===== src/rtl/wb_dec_pkg.sv =====
// Shared sizing helpers and constants for the writeback write decoder.
package wb_dec_pkg;

  localparam int unsigned ZERO_REG = 0;

  function automatic int unsigned nregs(input int unsigned addr_w);
    return 32'd1 << addr_w;
  endfunction

  function automatic int unsigned sel_w(input int unsigned num_ports);
    return (num_ports <= 2) ? 1 : $clog2(num_ports);
  endfunction

endpackage


===== src/rtl/wb_write_decoder_if.sv =====
// Bus bundle between writeback/issue stages and the write decoder.
// Optional counter port enabled by WB_WRITE_DECODER_CONFLICT_CNT_EN.
interface wb_write_decoder_if
  import wb_dec_pkg::*;
#(
  parameter int unsigned ADDR_W    = 5,
  parameter int unsigned NUM_PORTS = 2
);
  localparam int unsigned NREGS = nregs(ADDR_W);
  localparam int unsigned SEL_W = sel_w(NUM_PORTS);

  logic [NUM_PORTS-1:0]        wb_valid;
  logic [NUM_PORTS*ADDR_W-1:0] wb_reg;
  logic [NUM_PORTS-1:0]        iss_valid;
  logic [NUM_PORTS*ADDR_W-1:0] iss_reg;
  logic                        flush;
  logic [NREGS-1:0]            out_write;
  logic [NREGS*SEL_W-1:0]      out_sel;
  logic                        out_conflict;
  logic [NREGS-1:0]            pending;
`ifdef WB_WRITE_DECODER_CONFLICT_CNT_EN
  logic [15:0]                 conflict_count;
`endif

  modport master (
    output wb_valid, wb_reg, iss_valid, iss_reg, flush,
    input  out_write, out_sel, out_conflict, pending
`ifdef WB_WRITE_DECODER_CONFLICT_CNT_EN
    , input conflict_count
`endif
  );

  modport slave (
    input  wb_valid, wb_reg, iss_valid, iss_reg, flush,
    output out_write, out_sel, out_conflict, pending
`ifdef WB_WRITE_DECODER_CONFLICT_CNT_EN
    , output conflict_count
`endif
  );

endinterface


===== src/rtl/wb_addr_decode.sv =====
// Combinational address-to-one-hot decoder with optional register-0 suppression.
module wb_addr_decode
  import wb_dec_pkg::*;
#(
  parameter int unsigned ADDR_W             = 5,
  parameter int unsigned ZERO_REG_HARDWIRED = 1,
  parameter int unsigned NREGS              = nregs(ADDR_W)
) (
  input  logic [ADDR_W-1:0] addr,
  input  logic              valid,
  output logic [NREGS-1:0]  onehot
);

  always_comb begin
    onehot = '0;
    if (valid) onehot[addr] = 1'b1;
    if (ZERO_REG_HARDWIRED != 0) onehot[ZERO_REG] = 1'b0;
  end

endmodule


===== src/rtl/wb_write_decoder.sv =====
// Multi-port writeback write-enable decoder with collision priority and pending scoreboard.
// Optional saturating conflict counter enabled by WB_WRITE_DECODER_CONFLICT_CNT_EN.
module wb_write_decoder
  import wb_dec_pkg::*;
#(
  parameter int unsigned ADDR_W             = 5,
  parameter int unsigned NUM_PORTS          = 2,
  parameter int unsigned ZERO_REG_HARDWIRED = 1
) (
  input  logic               clock,
  input  logic               ctrl_reset_n,
  wb_write_decoder_if.slave  bus
);

  localparam int unsigned NREGS = nregs(ADDR_W);
  localparam int unsigned SEL_W = sel_w(NUM_PORTS);

  logic [NUM_PORTS-1:0][NREGS-1:0] wb_hit;
  logic [NUM_PORTS-1:0][NREGS-1:0] iss_hit;

  logic [NREGS-1:0]       write_d, write_q;
  logic [NREGS*SEL_W-1:0] sel_d, sel_q;
  logic                   conflict_d, conflict_q;
  logic [NREGS-1:0]       wb_any, iss_any;
  logic [NREGS-1:0]       pending_d, pending_q;

  for (genvar p = 0; p < NUM_PORTS; p++) begin : g_dec
    wb_addr_decode #(
      .ADDR_W             (ADDR_W),
      .ZERO_REG_HARDWIRED (ZERO_REG_HARDWIRED)
    ) u_wb_dec (
      .addr   (bus.wb_reg[p*ADDR_W +: ADDR_W]),
      .valid  (bus.wb_valid[p]),
      .onehot (wb_hit[p])
    );

    wb_addr_decode #(
      .ADDR_W             (ADDR_W),
      .ZERO_REG_HARDWIRED (ZERO_REG_HARDWIRED)
    ) u_iss_dec (
      .addr   (bus.iss_reg[p*ADDR_W +: ADDR_W]),
      .valid  (bus.iss_valid[p]),
      .onehot (iss_hit[p])
    );
  end

  // Ascending port scan: the last (highest) hitting port overwrites sel, and
  // a hit on an already-written register flags a collision.
  always_comb begin
    write_d    = '0;
    sel_d      = '0;
    conflict_d = 1'b0;
    wb_any     = '0;
    iss_any    = '0;
    for (int unsigned p = 0; p < NUM_PORTS; p++) begin
      for (int unsigned r = 0; r < NREGS; r++) begin
        if (wb_hit[p][r]) begin
          if (write_d[r]) conflict_d = 1'b1;
          write_d[r]               = 1'b1;
          sel_d[r*SEL_W +: SEL_W]  = SEL_W'(p);
        end
      end
      wb_any  = wb_any  | wb_hit[p];
      iss_any = iss_any | iss_hit[p];
    end
    pending_d = bus.flush ? '0 : ((pending_q & ~wb_any) | iss_any);
  end

  always_ff @(posedge clock or negedge ctrl_reset_n) begin
    if (!ctrl_reset_n) begin
      write_q    <= '0;
      sel_q      <= '0;
      conflict_q <= 1'b0;
      pending_q  <= '0;
    end else begin
      write_q    <= write_d;
      sel_q      <= sel_d;
      conflict_q <= conflict_d;
      pending_q  <= pending_d;
    end
  end

  assign bus.out_write    = write_q;
  assign bus.out_sel      = sel_q;
  assign bus.out_conflict = conflict_q;
  assign bus.pending      = pending_q;

`ifdef WB_WRITE_DECODER_CONFLICT_CNT_EN
  logic [15:0] count_q;

  // Counts alongside the out_conflict register so both update on the same edge.
  always_ff @(posedge clock or negedge ctrl_reset_n) begin
    if (!ctrl_reset_n)                         count_q <= '0;
    else if (conflict_d && (count_q != '1))    count_q <= count_q + 16'd1;
  end

  assign bus.conflict_count = count_q;
`endif

endmodule


===== src/flat_wrapper.sv =====
// flat-port wrapper written by rule: the top's interface ports become plain ports
module wb_write_decoder_flat import wb_dec_pkg::*;
#(
  parameter int unsigned ADDR_W             = 5,
  parameter int unsigned NUM_PORTS          = 2,
  parameter int unsigned ZERO_REG_HARDWIRED = 1
)
  (clock, ctrl_reset_n, bus_wb_valid, bus_wb_reg, bus_iss_valid, bus_iss_reg, bus_flush, bus_out_write, bus_out_sel, bus_out_conflict, bus_pending);
  wb_write_decoder_if #(.ADDR_W(ADDR_W), .NUM_PORTS(NUM_PORTS)) bus_i ();
  input  logic clock;
  input  logic ctrl_reset_n;
  input wire logic [$bits(bus_i.wb_valid)-1:0] bus_wb_valid;
  input wire logic [$bits(bus_i.wb_reg)-1:0] bus_wb_reg;
  input wire logic [$bits(bus_i.iss_valid)-1:0] bus_iss_valid;
  input wire logic [$bits(bus_i.iss_reg)-1:0] bus_iss_reg;
  input wire logic [$bits(bus_i.flush)-1:0] bus_flush;
  output wire logic [$bits(bus_i.out_write)-1:0] bus_out_write;
  output wire logic [$bits(bus_i.out_sel)-1:0] bus_out_sel;
  output wire logic [$bits(bus_i.out_conflict)-1:0] bus_out_conflict;
  output wire logic [$bits(bus_i.pending)-1:0] bus_pending;
  assign bus_i.wb_valid = bus_wb_valid;
  assign bus_i.wb_reg = bus_wb_reg;
  assign bus_i.iss_valid = bus_iss_valid;
  assign bus_i.iss_reg = bus_iss_reg;
  assign bus_i.flush = bus_flush;
  assign bus_out_write = bus_i.out_write;
  assign bus_out_sel = bus_i.out_sel;
  assign bus_out_conflict = bus_i.out_conflict;
  assign bus_pending = bus_i.pending;
  wb_write_decoder #(.ADDR_W(ADDR_W), .NUM_PORTS(NUM_PORTS), .ZERO_REG_HARDWIRED(ZERO_REG_HARDWIRED)) u_core (.clock(clock), .ctrl_reset_n(ctrl_reset_n), .bus(bus_i));
endmodule

===== config.mk =====
export PLATFORM = sky130hd
export DESIGN_NAME = wb_write_decoder_flat
export DESIGN_NICKNAME = d
export VERILOG_FILES = /design/src/rtl/wb_dec_pkg.sv /design/src/rtl/wb_write_decoder_if.sv /design/src/rtl/wb_addr_decode.sv /design/src/rtl/wb_write_decoder.sv /design/src/flat_wrapper.sv
export SDC_FILE = /design/constraint.sdc
export NUM_CORES = 1
export LEC_CHECK = 0
export BUFFER_PORTS_ARGS = -buffer_cell sky130_fd_sc_hd__buf_2
export CORE_ASPECT_RATIO = 1.75
export CORE_MARGIN = 4
export CORE_UTILIZATION = 45
export DETAILED_ROUTE_END_ITERATION = 8
export GPL_ROUTABILITY_DRIVEN = 0
export PLACE_DENSITY = 0.71
export SLEW_MARGIN = 20
export SYNTH_ARGS = -nofsm -noshare
export SYNTH_HDL_FRONTEND = slang
export SYNTH_SLANG_ARGS = --single-unit

===== constraint.sdc =====
create_clock -name clock -period 1.09 [get_ports clock]
set_input_delay 0.327 -clock clock [delete_from_list [all_inputs] [get_ports clock]]
set_output_delay 0.327 -clock clock [all_outputs]
set_load 0.005 [all_outputs]

## Word-level counts from Yosys, hierarchy flattened

Index checks and enable logic that the tools add are counted.
Widths: inputs -> output; s select.

- Bitwise operators: 5
- $add $sub $neg: 0
- Muxes and demuxes: 168
- Reduce and logical (&&, ||, !) cells: 4
- Multipliers: 0
- Order comparisons: 8
- Shifts and indexed selects: 0
- Equality and inequality tests: 0
- Divide/modulo/power cells: 0

Operators by type and width:

| kind | count |
|---|---|
| $mux 32 | 5 |
| $mux 1 | 159 |
| $or 32x32->32 | 3 |
| $and 32x32->32 | 1 |
| $not 32->32 | 1 |
| $lt 5x6->1 const B | 4 |
| $demux 1 s5 | 4 |
| $ge 5x1->1 const B | 4 |
| $logic_and 1x1->1 | 4 |

- Word-level logic and storage cells: 189
- Bits in read-only memories: 0
- Memory bits (writable): 0
- Register bits: 95
- Bits of input ports: 27
- Memories: 0
- Output and inout port bits: 97
- Latch bits: 0

## Logic depth before layout (Yosys ltp)

Gate-level depths: netlist (run 1).

- Depth after elaboration: 68
- Gate-level depth with buffers: 7
- Depth with buffers taken out: 5

## By module

From an unflattened synthesis (run 1), not the netlist that was laid out.

- Cell total of the unflattened synthesis: 441
- Area total of the unflattened synthesis: 4147.7 sq um

Modules (own cells, without submodules):

| module | area each (sq um) | times used | sequential area each (sq um) | cells each |
|---|---|---|---|---|
| wb_write_decoder | 3196.8 | 1 | 2427.3 | 249 |
| wb_addr_decode | 237.7 | 4 | 0.0 | 48 |

## Worst setup path before layout (run 1)

Ideal clock, no wire load.

- Path kind: input to register
- Start: input port bus_wb_reg[6]
- End: register u_core.pending_q[4] (netlist: u_core.bus.pending[4])
- Required time: 958 ps
- Library setup time: 132 ps
- Arrival: 1548 ps
- Slack: -590 ps
- Cell stages on the path: 6
- Buffers on the path: 1
- Cell sequence: buf_4 -> or4b_4 -> nor2_4 -> a21oi_2 -> a222oi_1 -> nor2_1

- Cells in the longest elaborated chain, start to end: 10
- Elaborated cells between the ends (all ways): 11
- Those cells by class: order compare: 2; mux: 4; bitwise: 4; reduce/logical: 1

RTL lines:

| element | RTL line | text |
|---|---|---|
| start, declared | flat_wrapper.sv:13 | `input wire logic [$bits(bus_i.wb_reg)-1:0] bus_wb_reg;` |
| $lt 5x6->1 (implied by the code) or $ge 5x1->1 (tied branches) | wb_addr_decode.sv:16 | `if (valid) onehot[addr] = 1'b1;` |
| $logic_and 1x1->1 (implied by the code) | wb_addr_decode.sv:16 |  |
| $mux 1 (implied by the code) | wb_addr_decode.sv:16 |  |
| $demux 1 s5 * | wb_addr_decode.sv:16 |  |
| $mux 32 * | wb_addr_decode.sv:16 |  |
| named net u_core.g_dec[1].u_wb_dec.onehot[4] | wb_addr_decode.sv:11 | `output logic [NREGS-1:0] onehot` |
| $or 32x32->32 * | wb_write_decoder.sv:63 | `wb_any = wb_any \| wb_hit[p];` |
| $not 32->32 * | wb_write_decoder.sv:66 | `pending_d = bus.flush ? '0 : ((pending_q & ~wb_any) \| iss_any);` |
| $and 32x32->32 * | wb_write_decoder.sv:66 |  |
| $or 32x32->32 * | wb_write_decoder.sv:66 |  |
| $mux 32 * | wb_write_decoder.sv:66 |  |
| named net u_core.pending_d[4] | wb_write_decoder.sv:25 | `logic [NREGS-1:0] pending_d, pending_q;` |
| end signal, assigned | wb_write_decoder.sv:79 | `pending_q <= pending_d;` |
| end, declared | wb_write_decoder.sv:25 |  |

Mark *: on every way through the listed nets, which the timed path passes. The rest lies on a longest branch.

## Worst setup path in the final report (run 1)

- Start: input port bus_wb_reg[0]
- End: register u_core.conflict_q (netlist: u_core.bus.out_conflict)

- Cells in the longest elaborated chain, start to end: 68
- Elaborated cells between the ends (all ways): 99
- Those cells by class: order compare: 2; mux: 96; reduce/logical: 1

RTL lines:

| element | RTL line | text |
|---|---|---|
| $lt 5x6->1 (implied by the code) or $ge 5x1->1 (tied branches) | wb_addr_decode.sv:16 |  |
| $logic_and 1x1->1 (implied by the code) | wb_addr_decode.sv:16 |  |
| $mux 1 (implied by the code) | wb_addr_decode.sv:16 |  |
| $demux 1 s5 * | wb_addr_decode.sv:16 |  |
| $mux 32 * | wb_addr_decode.sv:16 |  |
| $mux 1 | wb_write_decoder.sv:57 | `if (wb_hit[p][r]) begin` |
| $mux 1 | wb_write_decoder.sv:58 | `if (write_d[r]) conflict_d = 1'b1;` |
| $mux 1 | wb_write_decoder.sv:57 |  |
| [53 not listed] | n/a |  |
| $mux 1 | wb_write_decoder.sv:57 |  |
| $mux 1 | wb_write_decoder.sv:58 |  |
| $mux 1 | wb_write_decoder.sv:57 |  |
| $mux 1 | wb_write_decoder.sv:58 |  |
| $mux 1 | wb_write_decoder.sv:57 |  |
| $mux 1 | wb_write_decoder.sv:58 |  |
| $mux 1 * | wb_write_decoder.sv:57 |  |
| named net u_core.conflict_d | wb_write_decoder.sv:23 | `logic conflict_d, conflict_q;` |
| end signal, assigned | wb_write_decoder.sv:78 | `conflict_q <= conflict_d;` |
| end, declared | wb_write_decoder.sv:23 |  |

Marked as above.

==> impl_metrics.json, run 1 <==
{
  "ir_worst_vdd_mv": 0.883,
  "period_share_pct": 147,
  "crit_path_end_kind": "register",
  "crit_required_ps": 1330,
  "p_sw_share_pct": 28.0,
  "grt_overflow": 0,
  "postRouteAntennaNets": 0,
  "synth-seq-area-share_pct": 57.1,
  "cts.path.max_buffers": 2,
  "numCtsBuffers": 9,
  "worst_pin_slew_ps": 815,
  "cts_max_level": 3,
  "dieArea_um2": 10800,
  "grt_first_pass_wirelength_um": 27200,
  "crit_slowest_cell": "or4_4",
  "n_fill_cell": 363,
  "critPathMaxStageDelay_ps": 520,
  "ys_warn_count": 0,
  "synth.top_cell.area_share_pct": 57.1,
  "p_seq_share_pct": 42.5,
  "die_x_um": 80.3,
  "io_pins": 124,
  "rsz0062_at_grt": "true",
  "slew_violations": 0,
  "grt_max_degree": 32,
  "cp_cell_sequence": "buf_8 > buf_4 > xor2_1 > nor4_1 > a32oi_1 > nand4_1 > or4_4",
  "power_density_nw_per_um2": 1070,
  "crit_arrival_ps": 1840,
  "clkLatencyLatePin_ps": 350,
  "violations": "negative setup slack",
  "finalWirelength_um": 22100,
  "pwr-share-comb_pct": 18.0,
  "cts-root-buf": "clkbuf_16",
  "post_drt_via_cell_ratio": 6.36,
  "drcViolationCount": 0,
  "status": "finished with violations",
  "internal_power_mw": 6.05,
  "first_global_vias": 4998,
  "initial_core_util_pct": 46.9,
  "finalWorstSetupSlack_ps": -513,
  "relSlewSlack_pct": 45.5,
  "drt-pass1-iter-count": 6,
  "dp_cells": 734,
  "yosysTopAreaCell": "dfrtp_1",
  "drv_cap": 0,
  "vias": 5348,
  "synth_enable_flop_cells": 0,
  "max_clock_freq_mhz": 624,
  "final_cells": 841,
  "die_y_um": 135,
  "power_leakage_nw": 4.13,
  "critPathMaxFanout": 4,
  "antenna_cells": 0,
  "synth-main-ff-cell": "dfrtp_1",
  "io_buffer_count": 120,
  "worst_setup_path_start_kind": "primary input",
  "grt_use_total_pct": 33.8,
  "path_clk_slew_ps": 80,
  "synth_area_um2": 4120,
  "num_rows": 45,
  "synth_cells": 397,
  "cts_tree": "built",
  "ys_async_sr_fraction_pct": 100,
  "finClkSkew_ps": 0,
  "ys_seq_elements": 94,
  "setup_viol": 142,
  "tns_ps": -18480,
  "final_nets": 746,
  "synth_cell_types": 46,
  "drt-initial-drc-count": 728,
  "hold_viol": 0,
  "antenna_found_initial": 0,
  "area_growth_pct": 90.4,
  "hpwl_um": 11100,
  "hp-class": "primary input to register",
  "path_class": "primary input to register",
  "pwr-share-clk_pct": 39.5,
  "core-area_um2": 8780,
  "numClockSinks": 94,
  "switchingPower_mw": 2.36,
  "drive_gt1_share_pct": 65.1,
  "wl_per_cell_um": 26.3,
  "postSynthAreaPerCell_um2": 10.4,
  "fin_crit_ps": 1600,
  "synth_top_cells_by_area": "dfrtp_1 (57%), a222oi_1 (7.5%), nor2_1 (6.9%), a21oi_1 (3.6%), inv_1 (2.9%)"
}
## per-stage QoR
stage	utilization (%)	cell area, um2	setup WS, ps	total power [mW]	hold slack (ps)
floorplan	-	4360	-553	4.08	31.4
detailed placement	67.3	5910	-741	4.59	230
finish	89.2	7840	-513	8.41	318
global route	89.2	7840	-496	8.60	334
global placement	67.3	5910	-709	4.57	225
CTS	81.6	7170	-288	8.06	298
## registers in the layout, indices dropped and copies added, names as in the netlist
signal and cells:
u_core.bus.out_conflict 1, u_core.bus.out_write 31, u_core.bus.pending 31, u_core.bus.out_sel 31
## path summary, 6_finish.rpt
| kind | from | endpoint | slack (ps) | cells past startpoint |
|---|---|---|---|---|
| max | bus_wb_reg[0] | u_core.bus.out_conflict | -510 | 7 |
| max reg2reg | u_core.bus.pending[10] | u_core.bus.pending[10] | -140 | 4 |
| min | bus_wb_reg[5] | u_core.bus.out_sel[4] | 320 | 3 |
| min in group asynchronous | ctrl_reset_n | u_core.bus.out_sel[25] | 420 | 2 |
| min reg2reg | u_core.bus.pending[31] | u_core.bus.pending[31] | 570 | 2 |
| max in group asynchronous | ctrl_reset_n | u_core.bus.pending[7] | 210 | 3 |
## worst max-delay path: cells and delay by family
family | cells | cell delay, ps
compound gates | 1 | 240
buf+inv | 2 | 240
xor+xnor | 1 | 250
simple gates | 3 | 790
## per-layer routing
layer / share of wire [%] / up-vias / global-route usage (%)
met5: 0 / - / 0
met3: 8.7 / 215 / 6.07
met2: 50 / 500 / 60.6
met4: 11 / 0 / 22.7
met1: 31 / 2556 / 34.7
li1: - / 2077 / -
## cell families after synthesis
kind of cell           share of synthesized area, %
AND/OR/NAND/NOR                                20.4
XOR/XNOR                                      0.821
other                                        0.0911
AO/OA/AOI/OAI                                  14.3
flip-flops                                     57.1
buffers and inverters                          7.26
## cell usage after synthesis, drive strengths merged, types with 2 or more instances
cell type  instances
a22oi              4
nor4               7
buf               20
or4                2
a222oi            31
and3b              5
nand4b             3
a21oi             31
a31oi              4
dfrtp             94
clkbuf            10
nand3b             4
nand3              5
inv               32
and3               6
nor2              79
and2               2
or3                2
nor3b              8
nand2b             3
nand4bb            3
nor3               8
a32oi              2
nand4              4
nand2             13
xor2               3
## layout make-up
| class | count | area (um2) | share of cell area [%] |
|---|---|---|---|
| timing repair buffer | 338 | 2740 | 34.9 |
| sequential | 94 | 2350 | 30.0 |
| multi-input combinational | 244 | 2170 | 27.7 |
| clock buffer | 9 | 225 | 2.87 |
| tap | 117 | 146 | 1.87 |
| inverter | 32 | 126 | 1.61 |
| clock inverter | 7 | 81.3 | 1.04 |
## power groups by stage
| stage | clock network [mW] | logic (mW) | registers [mW] |
|---|---|---|---|
| 2_1_floorplan | 0 | 0.435 | 3.64 |
| 6_report | 3.32 | 1.51 | 3.57 |
| 3_5_place_dp | 0 | 0.955 | 3.64 |
| 3_3_place_gp | 0 | 0.931 | 3.64 |
| 4_1_cts | 3.26 | 1.23 | 3.57 |
| 5_1_grt | 3.47 | 1.56 | 3.58 |
## placed cells by master, fill, tap and decap left out, drive strengths merged, types with 5 or more instances in the layout
| cell type | synthesis | final |
|---|---|---|
| a21oi | 31 | 31 |
| a222oi | 31 | 31 |
| and3 | 6 | 6 |
| and3b | 5 | 5 |
| buf | 20 | 336 |
| clkbuf | 10 | 10 |
| dfrtp | 94 | 94 |
| inv | 32 | 33 |
| nand2 | 13 | 13 |
| nand3 | 5 | 5 |
| nor2 | 79 | 79 |
| nor3 | 8 | 8 |
| nor3b | 8 | 8 |
| nor4 | 7 | 7 |
## what timing repair did
item / CTS / global route
pin swaps: 65 / 72
endpoints found under the hold margin: 16 / 0
buffers inserted: 41 / 60
gates resized for setup: 149 / 78
hold buffers: 1 / 0
endpoints found under the setup margin: 150 / 142
cloned: 3 / 1
Power figures use the tool's default switching activity.
==> run 2: changes to the inputs <==
CTS_CLUSTER_DIAMETER = 80   (was default)
PLACE_DENSITY = 0.74   (was 0.71)
clock period = 1.4 ns   (was 1.09 ns; I/O delays follow)
==> run 2 against run 1 <==
The run still ends with negative setup slack left. Non-clock buffer count shrank 73. Critical path type unchanged. Highest routed layer unchanged. Flip-flop and latch count is the same. Sequential power shrank 22%. Via count shrank 16%. Final area shrank 16%. Largest cell class is now sequential cells. Wire length shrank 31%. Worst hold slack gained 130 ps. Largest power group unchanged. Worst setup slack gained 350 ps.
==> impl_metrics.json, run 2 (same netlist as run 1, synthesis figures left out) <==
{
  "power_leakage_nw": 3.63,
  "grt_max_degree": 42,
  "crit_required_ps": 1620,
  "num_rows": 45,
  "path_class": "primary input to register",
  "drv_cap": 0,
  "fin_crit_ps": 1560,
  "r2r-end": "u_core.bus.pending[23]",
  "cts_tree": "built",
  "postRouteAntennaNets": 0,
  "rsz0062_at_grt": "true",
  "slew_violations": 0,
  "crit_slowest_cell": "or4_1",
  "r2r_cells": 2,
  "r2r_slack_ps": 380,
  "drcViolationCount": 0,
  "first_global_vias": 4417,
  "tns_ps": -935,
  "dieArea_um2": 10800,
  "layout_commonest_cell": "buf_4",
  "max_clock_freq_mhz": 640,
  "die_y_um": 135,
  "path_clk_slew_ps": 70,
  "grt_overflow": 0,
  "worst_pin_slew_ps": 862,
  "antenna_cells": 0,
  "numClockSinks": 94,
  "finalWirelength_um": 15300,
  "io_buffer_count": 120,
  "setup_viol": 18,
  "fin_util_pct": 75.3,
  "clkLatencyLatePin_ps": 340,
  "wl_per_cell_um": 20.0,
  "grt_use_total_pct": 27.8,
  "drt-pass1-iter-count": 7,
  "hpwl_um": 11100,
  "final_nets": 672,
  "cts.path.max_buffers": 2,
  "initial_core_util_pct": 46.9,
  "vias": 4476,
  "grt_first_pass_wirelength_um": 22700,
  "io_pins": 124,
  "violations": "negative setup slack",
  "area_growth_pct": 60.6,
  "critPathMaxStageDelay_ps": 400,
  "cts_max_level": 3,
  "die_x_um": 80.3,
  "period_share_pct": 112,
  "final_cell_mix": "buf_4 (133), buf_2 (109), dfrtp_1 (94)",
  "cts-root-buf": "clkbuf_16",
  "finalWorstSetupSlack_ps": -162,
  "antenna_found_initial": 0,
  "status": "finished with violations",
  "drt-initial-drc-count": 643,
  "hp-class": "primary input to asynchronous set/reset pin",
  "crit_arrival_ps": 1790,
  "post_drt_via_cell_ratio": 5.84,
  "numCtsBuffers": 9,
  "hold_viol": 0,
  "power_density_nw_per_um2": 922,
  "core-area_um2": 8780,
  "critPathMaxFanout": 8,
  "worst_setup_path_start_kind": "primary input",
  "path_delay_family": "simple AND/OR/NAND/NOR gates",
  "reg2reg_from": "u_core.bus.pending[23]",
  "ir_worst_vdd_mv": 0.751,
  "relSlewSlack_pct": 42.3,
  "cp.buffers_inverters": 3,
  "drive_gt1_share_pct": 54.2,
  "finClkSkew_ps": 0,
  "cp_cell_sequence": "clkbuf_4 > buf_6 > nand3b_1 > buf_4 > nor3_1 > a21oi_1 > o311ai_1 > or4_1",
  "crit_path_end_kind": "register"
}
-- run 2: what timing repair did --
item                       in CTS  in global routing
hold buffers                    1                  0
setup endpoints to repair      26                 31
hold endpoints to repair        6                  0
pin swaps                      22                 24
buffers inserted                5                  5
gates resized for setup        53                 40
-- run 2: where the power goes --
group | internal (mW) | leakage, nW | switching, mW | total, mW
clock | 1.39 | 0.139 | 1.06 | 2.45
sequential | 2.76 | 1.30 | 0.0225 | 2.78
combinational | 0.382 | 2.18 | 0.476 | 0.858
total | 4.53 | 3.63 | 1.56 | 6.09
-- run 2: layout make-up --
class                      instances  area, um2
clock buffer                       9        225
clock inverter                     6       71.3
fill                             586       2170
inverter                          32        120
multi-input combinational        243       1830
sequential                        94       2350
tap                              117        146
timing repair buffer             265       1870
-- run 2: routing by layer --
layer	wire (um)	GRT usage, %	up-vias
li1	-	-	1923
met1	4950	30.4	2153
met2	8150	48.9	308
met3	1210	4.41	92
met4	1010	17.5	0
met5	0	0	-
-- run 2: worst max-delay path by stage --
| stage | cells after the start | to | slack [ps] | start |
|---|---|---|---|---|
| 2_1_floorplan | 6 | u_core.bus.pending[4] | -340 | bus_wb_reg[8] |
| 3_3_place_gp | 7 | u_core.bus.out_conflict | -490 | bus_wb_reg[6] |
| 3_5_place_dp | 6 | u_core.bus.out_conflict | -520 | bus_wb_reg[6] |
| 4_1_cts | 6 | u_core.bus.pending[4] | -120 | bus_wb_reg[5] |
| 5_1_grt | 8 | u_core.bus.out_conflict | -260 | bus_wb_reg[1] |
| 6_report | 8 | u_core.bus.out_conflict | -160 | bus_wb_reg[1] |
-- run 2: stage by stage --
step	instance area [um2]	setup slack, ps	power [mW]	hold slack (ps)	instances
after CTS	6430	-124	6.05	439	761
after detailed placement	5890	-525	3.57	264	740
after global routing	6610	-256	6.29	456	766
final	6610	-162	6.09	443	766
after floorplan	4290	-342	3.16	124	399
after global placement	5890	-492	3.54	262	740
